===== src/rtl/load_align_ext.sv =====
// Load-data aligner/extender for the MEM->WB boundary: picks a byte/half/word/dword field
// out of the raw beat, extends it, flags misalignment, and registers it behind a 1-entry skid.
module load_align_ext #(
    parameter  int DATA_W = 32,
    parameter  int TAG_W  = 5,
    parameter  int CNT_W  = 8,
    localparam int OFF_W  = $clog2(DATA_W / 8)
) (
    input  logic              clk,
    input  logic              rst,
    input  logic              flush,
    input  logic              in_valid,
    output logic              in_ready,
    input  logic [DATA_W-1:0] in_data,
    input  logic [OFF_W-1:0]  in_off,
    input  logic [1:0]        in_size,
    input  logic              in_sext,
    input  logic [TAG_W-1:0]  in_tag,
    output logic              out_valid,
    input  logic              out_ready,
    output logic [DATA_W-1:0] out_data,
    output logic [TAG_W-1:0]  out_tag,
    output logic              out_misalign,
    output logic [CNT_W-1:0]  misalign_cnt
);

    logic [DATA_W-1:0] w_shift;
    logic [DATA_W-1:0] w_mask;
    logic [DATA_W-1:0] w_result;
    logic [6:0]        w_fw;
    logic              w_msb;
    logic              w_misalign;
    logic              w_accept;
    logic              w_load;

    logic              r_out_valid;
    logic [DATA_W-1:0] r_out_data;
    logic [TAG_W-1:0]  r_out_tag;
    logic              r_out_mis;
    logic              r_skid_valid;
    logic [DATA_W-1:0] r_skid_data;
    logic [TAG_W-1:0]  r_skid_tag;
    logic              r_skid_mis;
    logic              r_in_ready;
    logic [CNT_W-1:0]  r_cnt;

    // Shift the addressed byte down to bit 0, then mask to the field width; a field as wide
    // as the beat gets an all-ones mask because the shifted-in ones fall off the top.
    always_comb begin
        w_shift    = in_data >> {in_off, 3'b000};
        w_fw       = 7'd8;
        w_msb      = w_shift[7];
        w_misalign = 1'b0;
        case (in_size)
            2'b00: w_fw = 7'd8;
            2'b01: begin
                w_fw       = 7'd16;
                w_msb      = w_shift[15];
                w_misalign = in_off[0];
            end
            2'b10: begin
                w_fw       = 7'd32;
                w_msb      = w_shift[31];
                w_misalign = (in_off[1:0] != 2'b00);
            end
            default: begin
                w_fw       = 7'd64;
                w_msb      = w_shift[DATA_W-1];
                w_misalign = (DATA_W == 32) || (in_off != '0);
            end
        endcase
        w_mask   = ~({DATA_W{1'b1}} << w_fw);
        w_result = w_misalign ? '0
                 : ((w_shift & w_mask) | ((in_sext & w_msb) ? ~w_mask : '0));
    end

    assign w_accept = in_valid & r_in_ready;
    assign w_load   = ~r_out_valid | out_ready;

    always_ff @(posedge clk or posedge rst) begin
        if (rst) begin
            r_out_valid  <= 1'b0;
            r_out_data   <= '0;
            r_out_tag    <= '0;
            r_out_mis    <= 1'b0;
            r_skid_valid <= 1'b0;
            r_skid_data  <= '0;
            r_skid_tag   <= '0;
            r_skid_mis   <= 1'b0;
            r_in_ready   <= 1'b1;
            r_cnt        <= '0;
        end else if (flush) begin
            r_out_valid  <= 1'b0;
            r_skid_valid <= 1'b0;
            r_in_ready   <= 1'b1;
        end else begin
            if (w_load) begin
                if (r_skid_valid) begin
                    r_out_valid  <= 1'b1;
                    r_out_data   <= r_skid_data;
                    r_out_tag    <= r_skid_tag;
                    r_out_mis    <= r_skid_mis;
                    r_skid_valid <= 1'b0;
                    r_in_ready   <= 1'b1;
                end else if (w_accept) begin
                    r_out_valid <= 1'b1;
                    r_out_data  <= w_result;
                    r_out_tag   <= in_tag;
                    r_out_mis   <= w_misalign;
                end else begin
                    r_out_valid <= 1'b0;
                end
            end else if (w_accept) begin
                // Output is stalled: park the request and close the input next cycle.
                r_skid_valid <= 1'b1;
                r_skid_data  <= w_result;
                r_skid_tag   <= in_tag;
                r_skid_mis   <= w_misalign;
                r_in_ready   <= 1'b0;
            end
            if (w_accept && w_misalign && (r_cnt != '1)) begin
                r_cnt <= r_cnt + 1'b1;
            end
        end
    end

    assign in_ready     = r_in_ready;
    assign out_valid    = r_out_valid;
    assign out_data     = r_out_data;
    assign out_tag      = r_out_tag;
    assign out_misalign = r_out_mis;
    assign misalign_cnt = r_cnt;

endmodule


===== config.mk =====
export PLATFORM = sky130hd
export DESIGN_NAME = load_align_ext
export DESIGN_NICKNAME = d
export VERILOG_FILES = /design/src/rtl/load_align_ext.sv
export SDC_FILE = /design/constraint.sdc
export NUM_CORES = 1
export LEC_CHECK = 0
export ABC_CLOCK_PERIOD_IN_PS = 7530
export BUFFER_PORTS_ARGS = -buffer_cell sky130_fd_sc_hd__buf_2
export CELL_PAD_IN_SITES_DETAIL_PLACEMENT = 1
export CELL_PAD_IN_SITES_GLOBAL_PLACEMENT = 1
export CORE_MARGIN = 2
export CORE_UTILIZATION = 41
export DETAILED_ROUTE_END_ITERATION = 10
export MAX_ROUTING_LAYER = met4
export PLACE_DENSITY_LB_ADDON = 0.1
export SLEW_MARGIN = 20
export SYNTH_ARGS = -nofsm -noshare
export SYNTH_HDL_FRONTEND = slang
export SYNTH_SLANG_ARGS = --single-unit

===== constraint.sdc =====
create_clock -name clk -period 7.53 [get_ports clk]
set_input_delay 0.3765 -clock clk [delete_from_list [all_inputs] [get_ports clk]]
set_output_delay 0.3765 -clock clk [all_outputs]
set_load 0.05 [all_outputs]

# Word level (Yosys, flattened, before mapping)
# Index checks and enable logic that the tools add are counted.
[classes]
add_sub_neg = 1
n_mul = 0
n_div = 0
magnitude_cmp = 0
n_eq_ne = 4
n_shift = 2
muxes = 22
bitwise = 10
reduce_logical = 11
[op_table]
columns = ["cell", "count"]
rows = [
  ["$mux 32", 4],
  ["$not 32->32", 2],
  ["$and 32x32->32", 1],
  ["$or 32x32->32", 1],
  ["$shl 32x7->32 const A", 1],
  ["$shr 32x5->32", 1],
  ["$pmux 7 s3", 1],
  ["$mux 1", 13],
  ["$mux 5", 2],
  ["$add 8x1->8 const B", 1],
  ["$ne 8x8->1 const B", 1],
  ["$reduce_and 3->1", 2],
  ["$reduce_bool 2->1", 3],
  ["$reduce_and 2->1", 2],
  ["$ne 3x2->1 const B", 1],
  ["$not 1->1", 3],
  ["$pmux 1 s3", 1],
  ["$reduce_bool 3->1", 1],
  ["$and 1x1->1", 2],
  ["$eq 2x1->1 const B", 1],
  ["$eq 2x2->1 const B", 1],
  ["$logic_and 1x1->1", 2],
  ["$logic_not 2->1", 1],
  ["$pmux 1 s2", 1],
  ["$or 1x1->1", 1],
]
[word_totals]
reg_bits = 87
latch_bits = 0
ram_bits = 0
romBits = 0
inputBits = 47
out_inout_bits = 48
elab_cells = 60
mem_count = 0

# Longest topological paths before layout
[depth]
ltp_word = 10
ltp_mapped = 7
depth_no_buf = 5

# Worst setup path after synthesis
# Ideal clock, no wire load.
[synth_timing]
path_kind = "register to register"
startpoint = "register r_in_ready (netlist: in_ready)"
endpoint = "register r_out_data[16] (netlist: out_data[16])"
setup_time_ns = 0.076
t_arrival_ns = 1.881
required_ns = 7.454
slack_ns = 5.573
stages_incl_launch_ff = 7
n_path_buf = 1
period_less_slack_ns = 1.957
cell_sequence = "dfstp_2 > nand2_1 > or4_1 > buf_2 > nor3_4 > a222oi_1 > o21ai_1"
[synth_between]
elab_chain_cells = 3
[synth_lines]
columns = ["item", "line", "source"]
rows = [
  ["start, declared", "44", "logic r_in_ready;"],
  ["start signal, assigned", "90", "r_in_ready <= 1'b1;"],
  ["start signal, assigned", "95", "r_in_ready <= 1'b1;"],
  ["start signal, assigned", "104", "r_in_ready <= 1'b1;"],
  ["$and 1x1->1", "77", "assign w_accept = in_valid & r_in_ready;"],
  ["$reduce_bool 2->1 (no source line)", "--", ""],
  ["$reduce_and 3->1 (no source line)", "--", ""],
  ["end signal, assigned", "100", "r_out_data <= r_skid_data;"],
  ["end signal, assigned", "107", "r_out_data <= w_result;"],
  ["end, declared", "37", "logic [DATA_W-1:0] r_out_data;"],
]
# No other way between the ends.
# A chain may end at the register's enable or synchronous reset.

# Final worst setup path
[layout_timing]
startpoint = "register r_in_ready (netlist: in_ready)"
endpoint = "register r_skid_data[29]"
[layout_between]
elab_chain_cells = 2
[layout_lines]
columns = ["item", "line", "source"]
rows = [
  ["$and 1x1->1", "77", ""],
  ["$reduce_and 3->1 (no source line)", "--", ""],
  ["end signal, assigned", "116", "r_skid_data <= w_result;"],
  ["end, declared", "41", "logic [DATA_W-1:0] r_skid_data;"],
]
# No other way between the ends.

==> reports/metrics.json <==
{
  "status": {
    "outcome": "complete, no violations"
  },
  "cts": {
    "cts_tree": "built",
    "cts_setup_buffers": 0,
    "cts-htree-levels": 3,
    "clk-insertion-delay-late_ps": 360,
    "ctsResizeCount": 0,
    "cts_inserted_buffers": 9,
    "clock-sinks": 87,
    "cts-root-to-sink-buffers": 2,
    "cts_hold_buf": 0,
    "clk_root_buffer_cell": "clkbuf_8",
    "clock_transition_at_the_registers_of_the_reported_paths_ps": 80
  },
  "placed_design": {
    "post_dp_cell_area_um2": 4960,
    "finalWeightedCongestion": 0.831,
    "port_buffers": 94,
    "dp.final_hpwl_um": 8940
  },
  "critical_path": {
    "critical_path.endpoint_type": "register",
    "arrival_ps": 2580,
    "criticalPathCategory": "reg -> reg",
    "ff2ff_path_depth": 4,
    "cp.required_ps": 7750,
    "crit_path_start_kind": "register",
    "critPathMaxFanout": 32,
    "timing.reg2reg.setup_slack_ps": 5170
  },
  "floorplanning": {
    "design.portCount": 95,
    "die_outline_area_um2": 11700,
    "dieWidth_um": 108,
    "core_region_area_um2": 10400,
    "floorplan.initialDensity_pct": 42.6,
    "core.rowCount": 37,
    "floorplan.die.height_um": 108
  },
  "power": {
    "internal-power_mw": 0.908,
    "p_sw_mw": 0.531,
    "cellLeakagePower_nw": 2.37,
    "clock_power_share_pct": 27.8,
    "vdd.ir_drop.worst_mv": 0.120,
    "switching_share_pct": 36.9,
    "cellPowerDensity_nw_per_um2": 276,
    "power.share.combinational_pct": 29.2,
    "sequentialPowerShare_pct": 43.0
  },
  "logic_synthesis": {
    "synth_largest_type_area_fraction_pct": 48.5,
    "synthesis.yosys.warnings": 0,
    "ys_seq_elements": 87,
    "ys_types": 57,
    "synth.net_count": 489,
    "synth.avg_cell_area_um2": 10.1,
    "mappedNetlistArea_um2": 4440,
    "synth_top_cell_by_area": "dfrtp_1",
    "post_synth_main_area_contributors": "dfrtp_1, nand2_1, mux2i_1, a21oi_1, nor2_1",
    "synthArstFlopShare_pct": 100,
    "syn-instance-count": 441,
    "yosys_most_used_dff": "dfrtp_1",
    "ys_seq_area_share_pct": 49.1,
    "number_of_flops_mapped_to_enable_cells_by_yosys": 0
  },
  "global_routing": {
    "gr-usage-all-layers_pct": 23.3,
    "grt_start_max_net_pins": 49,
    "globalRoute.totalOverflow": 0,
    "grt_pass1_vias": 3770,
    "grt_pass1_wl_um": 20300,
    "antenna_violations_before_repair": 0
  },
  "timing": {
    "worst_slew_pin_slew_ps": 1050,
    "finalWorstPathRequiredPeriod_ps": 2360,
    "grt_setup_unrepaired": "no",
    "fmax_mhz": 424,
    "setup_viol": 0,
    "clock-skew-final_ps": 5.04,
    "report.final.hold_viol_count": 0,
    "timing.max_slew.rel_slack_pct": 30.3,
    "setup_total_negative_slack_ps": 0,
    "timing.final.max_slew_violations": 0,
    "period_share_pct": 31.3
  },
  "flow_run": {
    "cap_violations": 0
  },
  "drt": {
    "dr.pass1.iters": 4,
    "detail_route.wl_per_cell_um": 18.8,
    "detailroute.via_count": 3688,
    "route.detailed.drc": 0,
    "initialDrtViolationCount": 206,
    "route.antenna.remaining_nets": 0,
    "total_detailed_routing_wirelength_um": 12400,
    "drt-vias-per-instance": 5.58
  },
  "layout": {
    "post_route_cells_drive_above_1_share_pct": 29.1,
    "num_antenna_cells": 0,
    "layout-area-overhead-vs-synth_pct": 17.4,
    "filler_cell_count": 1199,
    "post-route-cell-area_um2": 5210,
    "postLayoutCoreUtil_pct": 50.0,
    "nNetsFinal": 568
  },
  "min_path": {
    "worstHoldPathType": "in -> async"
  }
}
==> critical path, cell delays in order (launching register included) <==
cell     delay (ps)
dfstp_2         570
nand2_1         160
or3_2           760
a31oi_4         570
a21oi_1         160
==> through the flow <==
stage	std cells	hold WS, ps	setup slack (ps)	total power [mW]
floorplan	441	445	4900	0.932
global placement	645	457	5050	1.04
detailed placement	645	467	4960	1.05
CTS	661	127	4990	1.46
global route	661	153	5010	1.52
finish	661	110	5170	1.44
==> power by group through the flow <==
stage	Clock, mW	Sequential (mW)	Combinational [mW]
after CTS	0.411	0.619	0.424
after floorplan	0	0.776	0.156
final	0.400	0.619	0.420
after global routing	0.430	0.632	0.456
after detailed placement	0	0.628	0.423
after global placement	0	0.623	0.414
==> layout by cell type, fill, tap and decap left out, types with 6 or more instances in the layout <==
master,n
buf_2,94
dfrtp_1,86
nand2_1,81
nor2_1,31
a21oi_1,27
mux2i_1,20
o21ai_0,14
o21ai_1,11
nand3_1,10
a31oi_1,10
nand3b_1,10
clkbuf_8,10
mux2_2,9
mux2_1,8
a221oi_1,8
o211ai_2,8
o31ai_1,8
a222oi_1,7
a211oi_1,6
==> Yosys cell counts, drive strengths merged, types with 7 or more instances <==
| cell | instances |
|---|---|
| a222oi | 7 |
| a211oi | 7 |
| a31oi | 12 |
| o211ai | 9 |
| a221oi | 8 |
| mux2i | 20 |
| nor2 | 32 |
| mux2 | 17 |
| a21oi | 29 |
| o21ai | 26 |
| o31ai | 8 |
| nand3 | 12 |
| clkbuf | 16 |
| nand3b | 10 |
| nand2 | 81 |
| dfrtp | 86 |
| buf | 15 |
==> cells by family (layout without fill, tap and decap cells) <==
| kind of cell | Yosys count | after routing | synth area share [%] |
|---|---|---|---|
| AO/OA/AOI/OAI | 111 | 111 | 18.6 |
| XOR/XNOR | 7 | 7 | 1.38 |
| adder cells (fa/ha/maj) | 1 | 1 | 0.282 |
| buffers and inverters | 36 | 120 | 4.12 |
| flip-flops | 87 | 87 | 49.1 |
| multiplexers | 38 | 38 | 9.33 |
| AND/OR/NAND/NOR | 161 | 161 | 17.2 |
==> area by class of cell <==
class                   count  area (um^2)  area share (%)
clock inverters             5          104            1.99
flip-flops and latches     87         2180            41.8
clock buffers              11          141            2.71
inverters                   5         20.0           0.384
multi-input cells         318         2090            40.1
repair buffers             99          508            9.75
well taps                 136          170            3.27
==> worst paths after layout <==
| kind | startpoint | to |
|---|---|---|
| max in group asynchronous | rst | out_data[7]$_DFFE_PP0P_ |
| setup reg to reg | in_ready$_DFFE_PP1P_ | r_skid_data[29]$_DFFE_PP0P_ |
| min in group clk | in_tag[1] | r_skid_tag[1]$_DFFE_PP0P_ |
| setup / recovery | in_ready$_DFFE_PP1P_ | r_skid_data[29]$_DFFE_PP0P_ |
| hold reg to reg | out_tag[2]$_DFFE_PP0P_ | out_tag[2]$_DFFE_PP0P_ |
| hold / removal | rst | out_data[29]$_DFFE_PP0P_ |
==> flip-flops by register name, summed over array words and instances (netlist names) <==
| register | count |
|---|---|
| r_skid_mis | 1 |
| r_skid_valid | 1 |
| out_valid | 1 |
| misalign_cnt | 8 |
| out_data | 32 |
| r_skid_data | 32 |
| in_ready | 1 |
| r_skid_tag | 5 |
| out_misalign | 1 |
| out_tag | 5 |
==> metal layers <==
layer / up-vias / global-route usage [%] / part of all wire, %
met2: 93 / 36.4 / 48
li1: 1737 / - / -
met4: 0 / 6.59 / 1.2
met3: 10 / 3.07 / 4.2
met1: 1848 / 32.0 / 47
met5: - / - / 0
Note: power is estimated with default switching activity, not from simulation.
